<file path="config.mk">
export PLATFORM = sky130hd
export DESIGN_NAME = store_buffer
export DESIGN_NICKNAME = d
export VERILOG_FILES = /design/src/rtl/store_pkg.sv /design/src/rtl/store_align.sv /design/src/rtl/store_buffer.sv
export SDC_FILE = /design/constraint.sdc
export NUM_CORES = 1
export LEC_CHECK = 0
export CELL_PAD_IN_SITES_DETAIL_PLACEMENT = 2
export CELL_PAD_IN_SITES_GLOBAL_PLACEMENT = 2
export CORE_UTILIZATION = 34
export CTS_BUF_LIST = sky130_fd_sc_hd__clkbuf_4 sky130_fd_sc_hd__clkbuf_8
export DETAILED_ROUTE_END_ITERATION = 10
export PLACE_DENSITY = 0.83
export SYNTH_ARGS = -nofsm -noshare
export SYNTH_HDL_FRONTEND = slang
export SYNTH_SLANG_ARGS = --single-unit
</file>
<file path="constraint.sdc">
create_clock -name clk -period 5.85 [get_ports clk]
set_input_delay 1.17 -clock clk [delete_from_list [all_inputs] [get_ports clk]]
set_output_delay 1.17 -clock clk [all_outputs]
set_load 0.02 [all_outputs]
</file>
<file path="src/rtl/store_pkg.sv">
// Shared definitions for the M-stage store buffer: store op codes, the
// exception code raised on misaligned stores, and the FIFO entry layout.
package store_pkg;

    localparam logic [2:0] OP_SW = 3'b001;
    localparam logic [2:0] OP_SH = 3'b100;
    localparam logic [2:0] OP_SB = 3'b010;

    localparam logic [4:0] EXC_ADES = 5'd5;

    localparam int STORE_DEPTH = 2;

    typedef struct packed {
        logic [29:0] addr_hi;
        logic [3:0]  byteen;
        logic [31:0] wdata;
    } store_entry_t;

endpackage

</file>
<file path="src/rtl/store_align.sv">
// Request-side store formatter: maps op / low address bits / register data
// onto word-bus byte enables and lane-replicated write data.
module store_align
    import store_pkg::*;
(
    input  logic [2:0]  op,
    input  logic [1:0]  a,
    input  logic [31:0] d,
    output logic [3:0]  byteen,
    output logic [31:0] wdata,
    output logic        legal,
    output logic        misaligned
);

    always_comb begin
        byteen     = 4'b0000;
        wdata      = 32'h0000_0000;
        legal      = 1'b0;
        misaligned = 1'b0;
        case (op)
            OP_SW: begin
                byteen     = 4'b1111;
                wdata      = d;
                legal      = 1'b1;
                misaligned = (a != 2'b00);
            end
            OP_SH: begin
                // Only A[1] selects the half; A[0] is dropped unless trapped.
                byteen     = a[1] ? 4'b1100 : 4'b0011;
                wdata      = {2{d[15:0]}};
                legal      = 1'b1;
                misaligned = a[0];
            end
            OP_SB: begin
                byteen = 4'b0001 << a;
                wdata  = {4{d[7:0]}};
                legal  = 1'b1;
            end
            default: begin
                legal = 1'b0;
            end
        endcase
    end

endmodule

</file>
<file path="src/rtl/store_buffer.sv">
// Two-entry store FIFO between the M stage and the data bus.
// Define STORE_ALIGN_CHECK_EN to trap misaligned sh/sw via exc_ades.
module store_buffer
    import store_pkg::*;
(
    input  logic        clk,
    input  logic        reset,
    input  logic        req_valid,
    input  logic [2:0]  req_op,
    input  logic [31:0] req_addr,
    input  logic [31:0] req_wdata,
    output logic        req_ready,
    output logic        m_data_valid,
    input  logic        m_data_ready,
    output logic [31:0] m_data_addr,
    output logic [31:0] m_data_wdata,
    output logic [3:0]  m_data_byteen,
    output logic        store_pending,
    output logic        exc_ades
);

    store_entry_t mem [STORE_DEPTH];
    logic         wr_ptr;
    logic         rd_ptr;
    logic [1:0]   count;

    logic [3:0]   fmt_byteen;
    logic [31:0]  fmt_wdata;
    logic         op_legal;
    logic         misaligned;
    logic         push;
    logic         pop;
    store_entry_t head;

    store_align u_align (
        .op         (req_op),
        .a          (req_addr[1:0]),
        .d          (req_wdata),
        .byteen     (fmt_byteen),
        .wdata      (fmt_wdata),
        .legal      (op_legal),
        .misaligned (misaligned)
    );

`ifdef STORE_ALIGN_CHECK_EN
    assign exc_ades = req_valid && misaligned;
`else
    logic unused_misaligned;
    assign unused_misaligned = misaligned;
    assign exc_ades          = 1'b0;
`endif

    // No bypass at full: a same-cycle pop does not open a slot.
    assign req_ready     = (count != 2'd2);
    assign push          = req_valid && req_ready && op_legal && !exc_ades;
    assign m_data_valid  = (count != 2'd0);
    assign pop           = m_data_valid && m_data_ready;
    assign store_pending = (count != 2'd0);

    assign head          = mem[rd_ptr];
    assign m_data_addr   = m_data_valid ? {head.addr_hi, 2'b00} : 32'h0000_0000;
    assign m_data_wdata  = m_data_valid ? head.wdata : 32'h0000_0000;
    assign m_data_byteen = m_data_valid ? head.byteen : 4'b0000;

    always_ff @(posedge clk) begin
        if (reset) begin
            wr_ptr <= 1'b0;
            rd_ptr <= 1'b0;
            count  <= 2'd0;
            for (int i = 0; i < STORE_DEPTH; i++) begin
                mem[i] <= '0;
            end
        end else begin
            if (push) begin
                mem[wr_ptr] <= '{addr_hi: req_addr[31:2], byteen: fmt_byteen, wdata: fmt_wdata};
                wr_ptr      <= ~wr_ptr;
            end
            if (pop) begin
                rd_ptr <= ~rd_ptr;
            end
            case ({push, pop})
                2'b10:   count <= count + 2'd1;
                2'b01:   count <= count - 2'd1;
                default: count <= count;
            endcase
        end
    end

endmodule

</file>
==> results.cfg <==
[status]
run_status = finished, final reports clean

[timing]
period_share_pct = 68.39
report.final.slew_viol_count = 0
timing.slew.headroom_pct = 17.31
setup_tns_ns = 0
setup_viol = 0
final-hold-violation-count = 0
rsz0062_at_grt = false
fin_skew_ns = 0.009018
fin_crit_ns = 4.001
max_freq_mhz = 250.0
worstMarginPinSlew_ns = 1.240

[power_and_ir_drop]
design_power_total_uw = 2937
powerDensity_mw_per_mm2 = 347.7
peakVddDrop_v = 0.0001814
leakagePower_uw = 0.002886

[setup_path]
slowest_stage = dfxtp_4
critPathLaunchType = flop
cp.arrival_ns = 2.83
r2r_slack_ns = 3.13
crit_fanout = 42
slowest_delay_ns = 0.86
crit_buf_inv = 2
crit_chain = buf_4 -> mux2i_1 -> nor2_1 -> clkdlybuf4s50_1
r2r-end = mem[0][18]
critPathKind = reg2out
cp.required_ns = 4.68
r2r-start = count[0]
reg2reg_depth = 6
end_kind = primary output
cp_top_family = buffers and inverters

[die]
die_h_um = 139.9
die-area_mm2 = 0.01957
num_rows = 50
core_mm2 = 0.01864
chipWidth_um = 139.9
start_util_pct = 34.67
io_pins = 143

[clock_network]
clkLatencyLatePin_ns = 0.44
hold_buffers = 0
path_clk_slew_ns = 0.07
htree_levels = 4
clock-root-buffer = clkbuf_8
cts.sinks = 137
cts_buffers = 17
clockBufferDepth = 2
post_cts_buffers = 0
cts_tree = built
cts_resized = 0

[synth]
ys_seq_area_share_pct = 62.87
synth_edf_count = 132
synth_compound_area_share_pct = 6.078
ys_warn_count = 0
synthesis.area_mm2 = 0.006464
synthSimpleGateAreaFrac_pct = 16.67
async_flop_share_pct = 0
synth_cell_types = 39
ys.flop_type = edfxtp_1
syn_avg_cell_area_um2 = 12.24
synthAdderAreaFrac_pct = 0.1936
syn_inst = 528
synth_top_family_by_area = simple AND/OR/NAND/NOR gates
synthXorXnorAreaFrac_pct = 0.5420
synthMuxAreaShare_pct = 10.22
synth-seq-cells = 137

[global_routing]
grtUsageMet3_pct = 3.166
grt_util_met1_pct = 22.66
grt.busiest_layer = met2
grt_pass1_wl_mm = 28.73
grt_overflow = 0
grt_pass1_vias = 5055
grt.total_usage_pct = 19.68
grt_use_met2_pct = 36.42
antenna_found_initial = 0
grt_start_max_net_pins = 67

[final_layout]
finish.utilization_pct = 45.32
layout.nets = 727
drive_gt1_share_pct = 6.587
diodes = 0
syn_to_final_growth_pct = 30.70

[hold_path]
hold_path_depth = 2
hold_class = reg2reg
min_from = rd_ptr

[drt]
num_vias = 4570
wl_per_cell_um = 20.63
drc = 0
routed_wl_mm = 18.61
vias_per_cell = 5.067
drtPass1Iterations = 5
postRouteAntennaNets = 0
drtIter0Drc = 241

[placement]
routabilityCongestion = 0.8371
portBuffers = 139
dp_hpwl_mm = 12.39

[job]
maxCapViolCount = 0
-- cell families after synthesis --
group                      after synthesis
and+or+nand+nor                        221
DFF                                    137
muxes                                   66
AOI/OAI and AO/OA                       52
buffers and inverters                   46
xor gates and xnor gates                 4
adders and majority gates                1
other                                    1
-- worst max path at each step --
| stage | start | slack, ns | to | depth (start not counted) |
|---|---|---|---|---|
| 2_1_floorplan | req_op[2] | 0.48 | mem[0][0] | 5 |
| 3_3_place_gp | req_op[0] | 1.77 | mem[0][58] | 7 |
| 3_5_place_dp | req_op[0] | 1.60 | mem[0][17] | 7 |
| 4_1_cts | flop | 1.76 | m_data_addr[17] | 4 |
| 5_1_grt | count[1] | 1.71 | m_data_wdata[15] | 4 |
| 6_report | flop | 1.85 | m_data_addr[17] | 4 |
-- sequential cells by signal, indices dropped and copies added, names as in the netlist, named ones only --
signal,flops
mem,132
count,2
rd_ptr,1
wr_ptr,1
-- area by class of cell --
type	instances	area, um2
clock inverters	14	155.1
fillers	1864	10190
multi-input cells	347	2221
well taps	234	292.8
repair buffers	147	1451
inverters	5	18.77
clock buffers	18	241.5
flip-flops and latches	137	4068
-- metrics by stage --
stage | area [um2] | std cells | hold slack (ns) | setup slack, ns
4_1_cts | 8448 | 902 | 0.5297 | 1.764
2_1_floorplan | 6471 | 530 | 0.4718 | 0.4802
5_1_grt | 8448 | 902 | 0.5836 | 1.707
3_5_place_dp | 8051 | 870 | 0.5074 | 1.603
6_report | 8448 | 902 | 0.5200 | 1.849
3_3_place_gp | 8051 | 870 | 0.4987 | 1.769
-- power breakdown --
part	switching (uW)	total (uW)	internal [uW]
combinational	517	919	401
clock	369	789	420
sequential	79.6	1230	1150
-- metal layers --
metal  wire [um]  vias up  part of all wire [%]
li1            -     2112                     -
met1        7459     2323                    40
met2       10120      106                    54
met3         603       29                   3.2
met4         425        0                   2.3
met5           0        -                     0
-- worst reg2reg max path: stages, from the launching register on --
cell and delay [ns]:
dfxtp_1 0.45, nand2b_1 0.22, nand2_1 0.14, nor2b_1 0.26
inv_1 0.15, o21bai_4 0.38, buf_4 0.70
-- cell usage in the layout, fill, tap and decap left out, types with 2 or more instances in the layout --
master and n:
edfxtp_1 132, a21oi_1 5, nor2b_1 3, xnor2_1 3, dfxtp_1 4, and2_1 77
mux2i_1 66, inv_1 4, a22oi_1 21, nor2_1 127, clkinv_2 2, clkbuf_8 17
nand2b_1 3, a31oi_1 4, buf_4 8, clkdlybuf4s50_1 139, bufinv_16 3, clkinvlp_4 3
conb_1 3, o21ai_0 2, clkinv_1 5, a22o_1 15
-- synthesized netlist by cell type (all sizes together), types with 4 or more instances --
cell | n | area share (%)
buf | 23 | 2.0
mux2i | 66 | 10
a22o | 15 | 2.0
dfxtp | 5 | 1.5
nor2 | 128 | 7.4
a31oi | 4 | 0.39
a21oi | 5 | 0.39
clkbuf | 18 | 1.1
edfxtp | 132 | 61
and2 | 77 | 7.5
inv | 4 | 0.23
a22oi | 21 | 2.4
Note: power is estimated with default switching activity, not from simulation.
